--- src/rtl/s_seq_restoring_div4_if.sv ---
// -----------------------------------------------------------------------------
// s_seq_restoring_div4_if
// Handshake bundle for the sequential signed restoring divider.
//
// Signals:
//   in_valid  : producer has operands on a/b
//   in_ready  : divider can accept (idle)
//   a         : 2N-bit signed dividend
//   b         : N-bit signed divisor
//   out_valid : q/r/ovf/div0 hold a result, stays high until taken
//   out_ready : consumer takes the result
//   q, r      : N-bit signed quotient / remainder
//   ovf       : quotient does not fit in N signed bits
//   div0      : divisor was zero
//
// Modports: master = producer/consumer side, slave = divider side.
// -----------------------------------------------------------------------------
interface s_seq_restoring_div4_if #(
    parameter int N = 4
);
    logic           in_valid;
    logic           in_ready;
    logic [2*N-1:0] a;
    logic [N-1:0]   b;
    logic           out_valid;
    logic           out_ready;
    logic [N-1:0]   q;
    logic [N-1:0]   r;
    logic           ovf;
    logic           div0;

    modport master (
        output in_valid, a, b, out_ready,
        input  in_ready, out_valid, q, r, ovf, div0
    );

    modport slave (
        input  in_valid, a, b, out_ready,
        output in_ready, out_valid, q, r, ovf, div0
    );
endinterface

--- src/rtl/s_seq_restoring_div4.sv ---
// -----------------------------------------------------------------------------
// s_seq_restoring_div4
// Sequential signed divider: 2N-bit dividend / N-bit divisor, radix-2
// restoring iteration on magnitudes, signs applied in a final fix-up cycle.
// Quotient truncates toward zero, remainder takes the dividend's sign.
//
// Ports:
//   clk   : rising-edge clock
//   rst_n : asynchronous active-low reset, aborts any operation in flight
//   bus   : slave side of s_seq_restoring_div4_if (valid/ready in and out)
//
// Latency from the accept cycle to out_valid: 2N+2 cycles, 1 cycle when the
// divisor is zero.
// -----------------------------------------------------------------------------
module s_seq_restoring_div4 #(
    parameter int N = 4
) (
    input  logic                    clk,
    input  logic                    rst_n,
    s_seq_restoring_div4_if.slave   bus
);

    typedef enum logic [1:0] {IDLE, CALC, FIX, DONE} state_t;

    localparam int CW = $clog2(2*N);
    localparam logic [CW-1:0]  LAST_STEP = CW'(2*N-1);
    localparam logic [2*N-1:0] QPOS_MAX  = (2*N)'(2**(N-1) - 1);
    localparam logic [2*N-1:0] QNEG_MAX  = (2*N)'(2**(N-1));

    state_t         state;
    state_t         state_next;
    logic [CW-1:0]  cnt;
    logic [2*N-1:0] dvd_sh;
    logic [2*N-1:0] quo;
    logic [N-1:0]   dvs_mag;
    logic [N:0]     rem;
    logic           sign_q;
    logic           sign_r;
    logic [N-1:0]   q_reg;
    logic [N-1:0]   r_reg;
    logic           ovf_reg;
    logic           div0_reg;

    logic           accept;
    logic [2*N-1:0] a_mag;
    logic [N-1:0]   b_mag;
    logic [N+1:0]   rem_shift;
    logic [N+1:0]   trial;
    logic [N-1:0]   q_fix;
    logic [N-1:0]   r_fix;
    logic           q_ovf;

    assign accept = (state == IDLE) && bus.in_valid;

    // State register; reset drops straight back to IDLE so a partially
    // computed result can never surface.
    always_ff @(posedge clk or negedge rst_n) begin
        if (!rst_n) begin
            state <= IDLE;
        end else begin
            state <= state_next;
        end
    end

    // Next-state logic. DONE ignores in_valid, so a result and a new accept
    // never overlap; CALC leaves after the last of the 2N restoring steps.
    always_comb begin
        state_next = state;
        case (state)
            IDLE: if (bus.in_valid) state_next = (bus.b == '0) ? DONE : CALC;
            CALC: if (cnt == LAST_STEP) state_next = FIX;
            FIX:  state_next = DONE;
            DONE: if (bus.out_ready) state_next = IDLE;
            default: state_next = IDLE;
        endcase
    end

    // Combinational datapath: operand magnitudes, one trial subtraction and
    // the sign fix-up. The most negative dividend has a magnitude of 2^(2N-1),
    // which still fits the 2N-bit unsigned register. Only the low N bits of
    // the signed quotient are kept, and those equal the low bits of the
    // negated magnitude, so the negation is done on N bits. The remainder
    // magnitude is always below |b| <= 2^(N-1), so its low N bits are exact.
    always_comb begin
        a_mag     = bus.a[2*N-1] ? -bus.a : bus.a;
        b_mag     = bus.b[N-1]   ? -bus.b : bus.b;
        rem_shift = {rem, dvd_sh[2*N-1]};
        trial     = rem_shift - {2'b00, dvs_mag};
        q_fix     = sign_q ? -quo[N-1:0] : quo[N-1:0];
        r_fix     = sign_r ? -rem[N-1:0] : rem[N-1:0];
        q_ovf     = sign_q ? (quo > QNEG_MAX) : (quo > QPOS_MAX);
    end

    // Datapath registers. IDLE latches magnitudes/signs (or writes the
    // divide-by-zero result directly), CALC runs one restoring step per
    // cycle MSB first, FIX applies signs and writes the visible result.
    // The visible result stays put after the handshake until overwritten.
    always_ff @(posedge clk or negedge rst_n) begin
        if (!rst_n) begin
            cnt      <= '0;
            dvd_sh   <= '0;
            quo      <= '0;
            dvs_mag  <= '0;
            rem      <= '0;
            sign_q   <= 1'b0;
            sign_r   <= 1'b0;
            q_reg    <= '0;
            r_reg    <= '0;
            ovf_reg  <= 1'b0;
            div0_reg <= 1'b0;
        end else begin
            case (state)
                IDLE: begin
                    if (accept) begin
                        if (bus.b == '0) begin
                            q_reg    <= '1;
                            r_reg    <= bus.a[N-1:0];
                            div0_reg <= 1'b1;
                            ovf_reg  <= 1'b0;
                        end else begin
                            dvd_sh  <= a_mag;
                            dvs_mag <= b_mag;
                            sign_q  <= bus.a[2*N-1] ^ bus.b[N-1];
                            sign_r  <= bus.a[2*N-1];
                            rem     <= '0;
                            quo     <= '0;
                            cnt     <= '0;
                        end
                    end
                end
                CALC: begin
                    dvd_sh <= {dvd_sh[2*N-2:0], 1'b0};
                    cnt    <= cnt + 1'b1;
                    if (!trial[N+1]) begin
                        rem <= trial[N:0];
                        quo <= {quo[2*N-2:0], 1'b1};
                    end else begin
                        rem <= rem_shift[N:0];
                        quo <= {quo[2*N-2:0], 1'b0};
                    end
                end
                FIX: begin
                    q_reg    <= q_fix;
                    r_reg    <= r_fix;
                    ovf_reg  <= q_ovf;
                    div0_reg <= 1'b0;
                end
                default: begin
                end
            endcase
        end
    end

    assign bus.in_ready  = (state == IDLE);
    assign bus.out_valid = (state == DONE);
    assign bus.q         = q_reg;
    assign bus.r         = r_reg;
    assign bus.ovf       = ovf_reg;
    assign bus.div0      = div0_reg;

endmodule

--- src/flat_wrapper.sv ---
// flat-port wrapper written by rule: the top's interface ports become plain ports
module s_seq_restoring_div4_flat 
#(
    parameter int N = 4
)
  (clk, rst_n, bus_in_valid, bus_a, bus_b, bus_out_ready, bus_in_ready, bus_out_valid, bus_q, bus_r, bus_ovf, bus_div0);
  s_seq_restoring_div4_if #(.N(N)) bus_i ();
  input  logic clk;
  input  logic rst_n;
  input wire logic [$bits(bus_i.in_valid)-1:0] bus_in_valid;
  input wire logic [$bits(bus_i.a)-1:0] bus_a;
  input wire logic [$bits(bus_i.b)-1:0] bus_b;
  input wire logic [$bits(bus_i.out_ready)-1:0] bus_out_ready;
  output wire logic [$bits(bus_i.in_ready)-1:0] bus_in_ready;
  output wire logic [$bits(bus_i.out_valid)-1:0] bus_out_valid;
  output wire logic [$bits(bus_i.q)-1:0] bus_q;
  output wire logic [$bits(bus_i.r)-1:0] bus_r;
  output wire logic [$bits(bus_i.ovf)-1:0] bus_ovf;
  output wire logic [$bits(bus_i.div0)-1:0] bus_div0;
  assign bus_i.in_valid = bus_in_valid;
  assign bus_i.a = bus_a;
  assign bus_i.b = bus_b;
  assign bus_i.out_ready = bus_out_ready;
  assign bus_in_ready = bus_i.in_ready;
  assign bus_out_valid = bus_i.out_valid;
  assign bus_q = bus_i.q;
  assign bus_r = bus_i.r;
  assign bus_ovf = bus_i.ovf;
  assign bus_div0 = bus_i.div0;
  s_seq_restoring_div4 #(.N(N)) u_core (.clk(clk), .rst_n(rst_n), .bus(bus_i));
endmodule
--- config.mk ---
export PLATFORM = sky130hd
export DESIGN_NAME = s_seq_restoring_div4_flat
export DESIGN_NICKNAME = d
export VERILOG_FILES = /design/src/rtl/s_seq_restoring_div4_if.sv /design/src/rtl/s_seq_restoring_div4.sv /design/src/flat_wrapper.sv
export SDC_FILE = /design/constraint.sdc
export NUM_CORES = 1
export LEC_CHECK = 0
export CAP_MARGIN = 0
export CORE_UTILIZATION = 58
export CTS_BUF_LIST = sky130_fd_sc_hd__clkbuf_4 sky130_fd_sc_hd__clkbuf_8
export CTS_CLUSTER_SIZE = 40
export DETAILED_ROUTE_END_ITERATION = 10
export GPL_ROUTABILITY_DRIVEN = 0
export MAX_ROUTING_LAYER = met4
export PLACE_DENSITY = 0.81
export REMOVE_ABC_BUFFERS = 1
export SLEW_MARGIN = 10
export SYNTH_ARGS = -nofsm -noshare
export SYNTH_HDL_FRONTEND = slang
export SYNTH_SLANG_ARGS = --single-unit
--- constraint.sdc ---
create_clock -name clk -period 2.6 [get_ports clk]
set_input_delay 0.52 -clock clk [delete_from_list [all_inputs] [get_ports clk]]
set_output_delay 0.52 -clock clk [all_outputs]
set_load 0.01 [all_outputs]
Word level (Yosys, flattened, before mapping)
Cells that the tools add are included.

Register bits after elaboration: 42. Bits of input ports: 16. Output and inout bits: 12. Word-level logic and storage cells: 77.

Add/sub/neg operators: 6. Magnitude comparators: 2. Equal/unequal tests: 10. Mux-type cells: 36. Bitwise gates (word level): 2. Reductions and logical operators: 9.

Operators with widths (count): 8-bit 2-to-1 mux (5); 8-bit one-hot mux with 2 select lines (2); 4-bit 2-to-1 mux (7); 4-bit one-hot mux with 2 select lines (2); 5-bit 2-to-1 mux (3); 4-bit negator (3); 3-bit AND reduction (4); 5-bit one-hot mux with 2 select lines (1); 8-bit by 3-bit > comparator with 1-bit output, second input constant (1); 8-bit by 4-bit > comparator with 1-bit output, second input constant (1); 2-bit 2-to-1 mux (4); 8-bit negator (1); 2-bit one-hot mux with 4 select lines (1); 1-bit 2-to-1 mux (6); 3-bit 2-to-1 mux (2); 2-bit by 1-bit != test with 1-bit output, second input constant (3); 2-bit != test, second input constant (3); 3-bit one-hot mux with 2 select lines (1); 6-bit by 4-bit subtractor with 6-bit output (1); 2-bit == test, second input constant (2); 4-bit logical NOT (1); 1-bit one-hot mux with 2 select lines (2); 2-bit nonzero test (2); 3-bit by 1-bit adder with 3-bit output, second input constant (1); other kinds (6) (6).

Longest topological paths before layout
Gate-level depths: netlist (run 1).

Depth after elaboration: 5. Mapped depth: 9. Mapped depth without buffers: 8.

Least setup slack after synthesis (run 1)
Ideal clock, no wire load.

Path type: reg2reg. From: register u_core.rem[0]. To: register u_core.rem[0]. Arrival: 1796 ps. Required time: 2523 ps. Slack: 727 ps. Stages on the path, launching flop included: 7. Clock period less this slack: 1873 ps. Path through: dfrtp_1 -> ha_1 -> nor2b_4 -> o2111a_2 -> a211oi_4 -> mux2_4 -> o21ai_1.

Word-level cells in the longest chain between the ends: 3.

RTL lines: start, declared (line s_seq_restoring_div4.sv:36) `logic [N:0] rem;`; start signal, assigned (line s_seq_restoring_div4.sv:135) `rem <= trial[N:0];`; start signal, assigned (line s_seq_restoring_div4.sv:138) `rem <= rem_shift[N:0];`; 6-bit by 4-bit subtractor with 6-bit output (line s_seq_restoring_div4.sv:88) `trial = rem_shift - {2'b00, dvs_mag};`; 5-bit 2-to-1 mux (line s_seq_restoring_div4.sv:134) `if (!trial[N+1]) begin`; 5-bit one-hot mux with 2 select lines (line s_seq_restoring_div4.sv:112) `case (state)`.

No other way between the ends. A chain may end at the register's enable or synchronous reset.

Final worst setup path (run 1)
From: register u_core.state[0]. To: output port bus_in_ready.

Word-level cells in the longest chain between the ends: 1.

RTL lines: start, declared (line s_seq_restoring_div4.sv:30) `state_t state;`; start signal, assigned (line s_seq_restoring_div4.sv:61) `state <= state_next;`; 2-bit logical NOT (line s_seq_restoring_div4.sv:154) `assign bus.in_ready = (state == IDLE);`; end, declared (line flat_wrapper.sv:14) `output wire logic [$bits(bus_i.in_ready)-1:0] bus_in_ready;`.

No other way between the ends.

==> results of run 1 <==
-- final timing paths --
kind                            slack [ns]  cells past startpoint       startpoint          endpoint
worst max register to register        0.57                      6    u_core.rem[0]     u_core.rem[0]
min in group clk                      0.48                      2  u_core.bus.r[3]   u_core.bus.r[3]
worst max-delay path                  0.33                      3  u_core.state[0]      bus_in_ready
worst min register to register        0.48                      2  u_core.bus.r[3]   u_core.bus.r[3]
max in group asynchronous             1.68                      1            rst_n  u_core.dvd_sh[7]
worst min-delay path                  0.34                      1            rst_n   u_core.state[0]
-- stage by stage --
stage | util | power (W) | worst slack (ns)
floorplan | - | 0.00238 | 0.245
CTS | 0.727 | 0.00359 | 0.317
detailed placement | 0.692 | 0.00294 | 0.190
global route | 0.727 | 0.00386 | 0.230
finish | 0.727 | 0.00357 | 0.329
global placement | 0.692 | 0.00286 | 0.242
-- power groups by stage --
stage	clock network, W	logic (W)	registers, W
after global routing	0.000681	0.00207	0.00111
after CTS	0.000642	0.00187	0.00108
after floorplan	0	0.00132	0.00106
after detailed placement	0	0.00185	0.00109
final	0.000636	0.00185	0.00108
after global placement	0	0.00178	0.00108
-- kinds of logic (layout without fill, tap and decap cells) --
group	Yosys count	in the layout	synth area share
simple gates	79	79	0.152
compound gates	66	66	0.177
flops	42	42	0.421
buf+inv	28	58	0.0496
mux	17	17	0.0736
fa+ha+maj	15	15	0.0781
xor+xnor	14	14	0.0491
-- metal layers --
| metal | share of wire | vias up | GRT usage |
|---|---|---|---|
| li1 | - | 949 | - |
| met1 | 0.45 | 894 | 0.303 |
| met2 | 0.52 | 28 | 0.434 |
| met3 | 0.024 | 7 | 0.0389 |
| met4 | 0.015 | 0 | 0.106 |
| met5 | 0 | - | - |
-- layout by cell type (no fill, tap or decap), types with 2 or more instances in the layout --
master,n
o22ai_1,2
o21ai_0,27
nand2b_1,2
xnor2_1,11
nor4b_1,2
buf_4,5
nor2b_1,3
inv_1,17
o21ai_1,6
nand2_1,43
ha_1,14
mux2i_1,12
clkdlybuf4s50_1,26
a21oi_1,13
dfrtp_1,42
clkbuf_8,6
mux2_4,2
a31oi_1,4
xor2_1,3
nor2_1,16
bufinv_16,2
mux2_2,3
o31ai_1,3
-- final cells by class --
cell class / count / area share
sequential: 42 / 0.356
clock buffer: 6 / 0.0280
timing repair buffer: 32 / 0.103
multi-input combinational: 191 / 0.449
clock inverter: 2 / 0.0204
inverter: 18 / 0.0229
tap: 50 / 0.0212
==> impl_metrics.csv, run 1 <==
group,metric,value,unit
outcome,status,"complete, no violations",
synthesis,netlist_instances,261,
critical_path,crit_arrival,1.75,ns
place,portBuffers,27,
clock_network,clk_latency,0.30,ns
floorplanning,coreArea,4060,sq um
sta,slew_headroom,0.392,
floorplanning,dieArea,4570,sq um
power,p_seq_frac,0.303,
finish,drive_gt1_frac,0.124,
clock_network,clk_pin_slew_worst_paths,0.09,ns
routing,drc,0,
sta,rsz0062_at_grt,"false",
sta,slew_violations,0,
critical_path,crit_chain,"inv_1, ha_1, clkdlybuf4s50_1",
sta,final-setup-viol-count,0,
finish,layout.cells.non_filler,341,
global_route,grt_max_degree,43,
synthesis,yosys_most_used_dff,"dfrtp_1",
finish,antennaDiodeCount,0,
routing,post_drt_wl_per_cell,14.4,um
synthesis,yosys.area.top_type,"dfrtp_1",
synthesis,avgSynthCellArea,9.57,sq um
place,place_inst,333,
power,pwr-share-clk,0.178,
synthesis,synth_edf_count,0,
clock_network,cts_resized,0,
critical_path,cpMaxStageDelayCell,"clkdlybuf4s50_1",
critical_path,startpoint_type,"flop",
synthesis,synth_cell_type_count,49,
sta,min_period_over_period,0.874,
critical_path,required,2.08,ns
finish,final_cell_area,2950,sq um
synthesis,synth.most_common_cell,"nand2_1",
finish,areaGrowthSynthToFinish,18.1,%
global_route,grt_usage,0.257,
power,p_leak,1.28,nW
global_route,grt-ovfl-total,0,
power,pwr-share-comb,0.519,
floorplanning,rows,23,
place,dp_hpwl,3770,um
clock_network,cts_sinks,42,
sta,tns,0,ns
run,cap_violations,0,
floorplanning,die_x,67.6,um
global_route,antenna_found_initial,0,
sta,tightest_slew,0.913,ns
finish,fin_nets,321,
critical_path,critical_path_buf_inv_count,2,
finish,nFillCells,326,
critical_path,critical_path_class,"flop to output port",
sta,finalHoldViolations,0,
power,powerDensity,1210,nW/um^2
clock_network,numCtsBuffers,5,
routing,drtPass1Iterations,4,
routing,via_per_inst,5.51,
sta,whs,0.345,ns
finish,reg_top3,"u_core.dvd_sh x8, u_core.quo x8, u_core.rem x5",
synthesis,synth.top_cell.area_share,0.421,
routing,ant_nets,0,
synthesis,synth_common_cells,"nand2_1 (43), dfrtp_1 (42), o21ai_0 (27), inv_1 (17), nor2_1 (16)",
sta,fin_crit,2.27,ns
clock_network,postCtsSetupBuffers,0,
synthesis,async_flop_share,1.00,
floorplanning,dieHeight,67.6,um
clock_network,root_buffer,"clkbuf_8",
floorplanning,num_io_pins,28,
critical_path,critPathMaxFanout,7,
worst_hold_path,hp-class,"input pin to asynchronous set/reset pin",
clock_network,cts_tree,"built",
routing,drt_iter0_markers,83,
sta,clock_skew,0.0120,ns
floorplanning,initial_core_util,0.616,
critical_path,cp_top_family,"buffers and inverters",
power,p_switching,0.00140,W
clock_network,h-tree-depth,2,
synthesis,synth.cell_area,2500,sq um
critical_path,cpPeakStageDelay,0.60,ns
power,internal-power,0.00217,W
place,place_area,2810,sq um
finish,multiInputGateArea,1320,sq um
global_route,grt_pass1_wl,8330,um
synthesis,ys_warn_count,0,
clock_network,clock_path_buffers,2,
power,switching_share,0.392,
critical_path,cp-end-kind,"output port",
finish,ff_latch_area,1050,sq um
synthesis,synth-seq-cells,42,
power,ir_drop,0.000619,V
sta,clock.fmax,0.440,GHz
routing,wl,4910,um
clock_network,cts_hold_buf,0,
synthesis,yosys-top-cells-area,"dfrtp_1 (42%), ha_1 (7.0%), nand2_1 (6.5%)",
routing,vias,1878,
global_route,grt_pass1_vias,1884,
synthesis,yosysSeqAreaShare,0.421,
No activity file was read; power rests on OpenSTA's default activity.
==> run 2: changes to the inputs <==
GPL_TIMING_DRIVEN = 0   (was unset)
==> impl_metrics.csv, run 2 (synthesis results as in run 1) <==
group,metric,value,unit
routing,drt-met1-wl,2290,um
finish,areaGrowthSynthToFinish,16.7,%
routing,met3_wirelength,171,um
clock_network,cts_sinks,42,
routing,drtPass1Iterations,4,
global_route,grt-ovfl-total,0,
sta,clock_skew,0.00879,ns
global_route,grt_pass1_vias,1844,
floorplanning,initial_core_util,0.616,
critical_path,critical_path_class,"input pin to flop",
place,dp_hpwl,3480,um
finish,antennaDiodeCount,0,
critical_path,startpoint_type,"input pin",
global_route,antenna_found_initial,0,
floorplanning,coreArea,4060,sq um
clock_network,postCtsSetupBuffers,0,
place,dp_slack,-0.285,ns
sta,whs,0.0953,ns
critical_path,cp-end-kind,"flop",
routing,via_per_inst,5.72,
floorplanning,num_io_pins,28,
routing,ant_nets,0,
floorplanning,dieHeight,67.6,um
place,place_area,2800,sq um
sta,clock.fmax,0.409,GHz
outcome,status,"complete, no violations",
critical_path,reg2reg_from,"u_core.state[1]",
clock_network,numCtsBuffers,5,
clock_network,h-tree-depth,2,
critical_path,required,2.75,ns
routing,wl_met2,2570,um
sta,tns,0,ns
clock_network,clk_latency,0.30,ns
routing,drc,0,
critical_path,r2r-end,"u_core.quo[0]",
critical_path,crit_arrival,2.59,ns
sta,min_period_over_period,0.941,
routing,wl,5130,um
clock_network,cts_tree,"built",
floorplanning,rows,23,
global_route,grt_max_degree,40,
routing,vias,1935,
sta,slew_violations,0,
routing,post_drt_wl_per_cell,15.2,um
finish,drive_gt1_frac,0.115,
power,powerDensity,1180,nW/um^2
clock_network,cts_hold_buf,0,
finish,mostFrequentLayoutCell,"nand2_1",
finish,final_cell_mix,"nand2_1 (43), dfrtp_1 (42), o21ai_0 (27), clkdlybuf4s50_1 (26), inv_1 (17)",
routing,routed.top_layer,"met4",
run,cap_violations,0,
worst_hold_path,hp-class,"input pin to asynchronous set/reset pin",
sta,fin_ws,0.154,ns
finish,final_cell_area,2920,sq um
floorplanning,die_x,67.6,um
floorplanning,dieArea,4570,sq um
critical_path,reg2reg_depth,4,
finish,final_util,0.718,
global_route,grt_usage,0.255,
sta,finalHoldViolations,0,
critical_path,critPathMaxFanout,19,
finish,reg_top3,"u_core.dvd_sh x8, u_core.quo x8, u_core.rem x5",
clock_network,root_buffer,"clkbuf_8",
finish,fin_nets,318,
routing,drt_iter0_markers,87,
sta,tightest_slew,1.08,ns
critical_path,r2r_slack,0.28,ns
clock_network,clk_pin_slew_worst_paths,0.09,ns
place,portBuffers,27,
sta,slew_headroom,0.282,
global_route,grt_pass1_wl,8260,um
clock_network,cts_resized,0,
sta,final-setup-viol-count,0,
power,ir_drop,0.000643,V
power,p_leak,1.25,nW
sta,fin_crit,2.45,ns
clock_network,clock_path_buffers,2,
==> run 2: final cells by class <==
class,count,area (sq um)
inverter,18,67.6
multi-input combinational,192,1340
clock buffer,5,68.8
timing repair buffer,28,285
sequential,42,1050
tap,50,62.6
fill,305,1140
clock inverter,3,40.0
==> run 2: worst max-delay path by stage <==
stage,startpoint,end,slack [ns],depth (start not counted)
after global routing,bus_b[0],u_core.cnt[0],-0.01,8
final,bus_b[0],u_core.quo[0],0.15,7
after global placement,bus_b[0],u_core.dvd_sh[6],-0.62,7
after floorplan,bus_b[0],u_core.dvd_sh[6],0.25,6
after detailed placement,bus_b[0],u_core.dvd_sh[6],-0.28,7
after CTS,bus_b[0],u_core.dvd_sh[6],0.03,7
==> run 2: through the flow <==
step	power [W]	instances
floorplan	0.00238	251
global placement	0.00280	328
detailed placement	0.00289	329
CTS	0.00342	337
global route	0.00374	338
finish	0.00345	338
==> run 2: critical path, stage by stage <==
cell             delay, ns
clkdlybuf4s50_1       0.43
inv_1                 0.07
ha_1                  0.19
nor3b_2               0.29
nor2_4                0.16
a21oi_2               0.72
o21ai_0               0.20
==> run 2: routing by layer <==
layer,track usage,vias to the layer above
met2,0.437,43
met3,0.0355,10
met1,0.293,935
met5,-,-
met4,0.112,0
li1,-,947
==> run 2: power breakdown <==
group	switching, W	leakage, nW	internal (W)	total (W)
clock	0.000232	0.0579	0.000283	0.000515
sequential	0.000184	0.526	0.000892	0.00108
combinational	0.00102	0.668	0.000839	0.00186
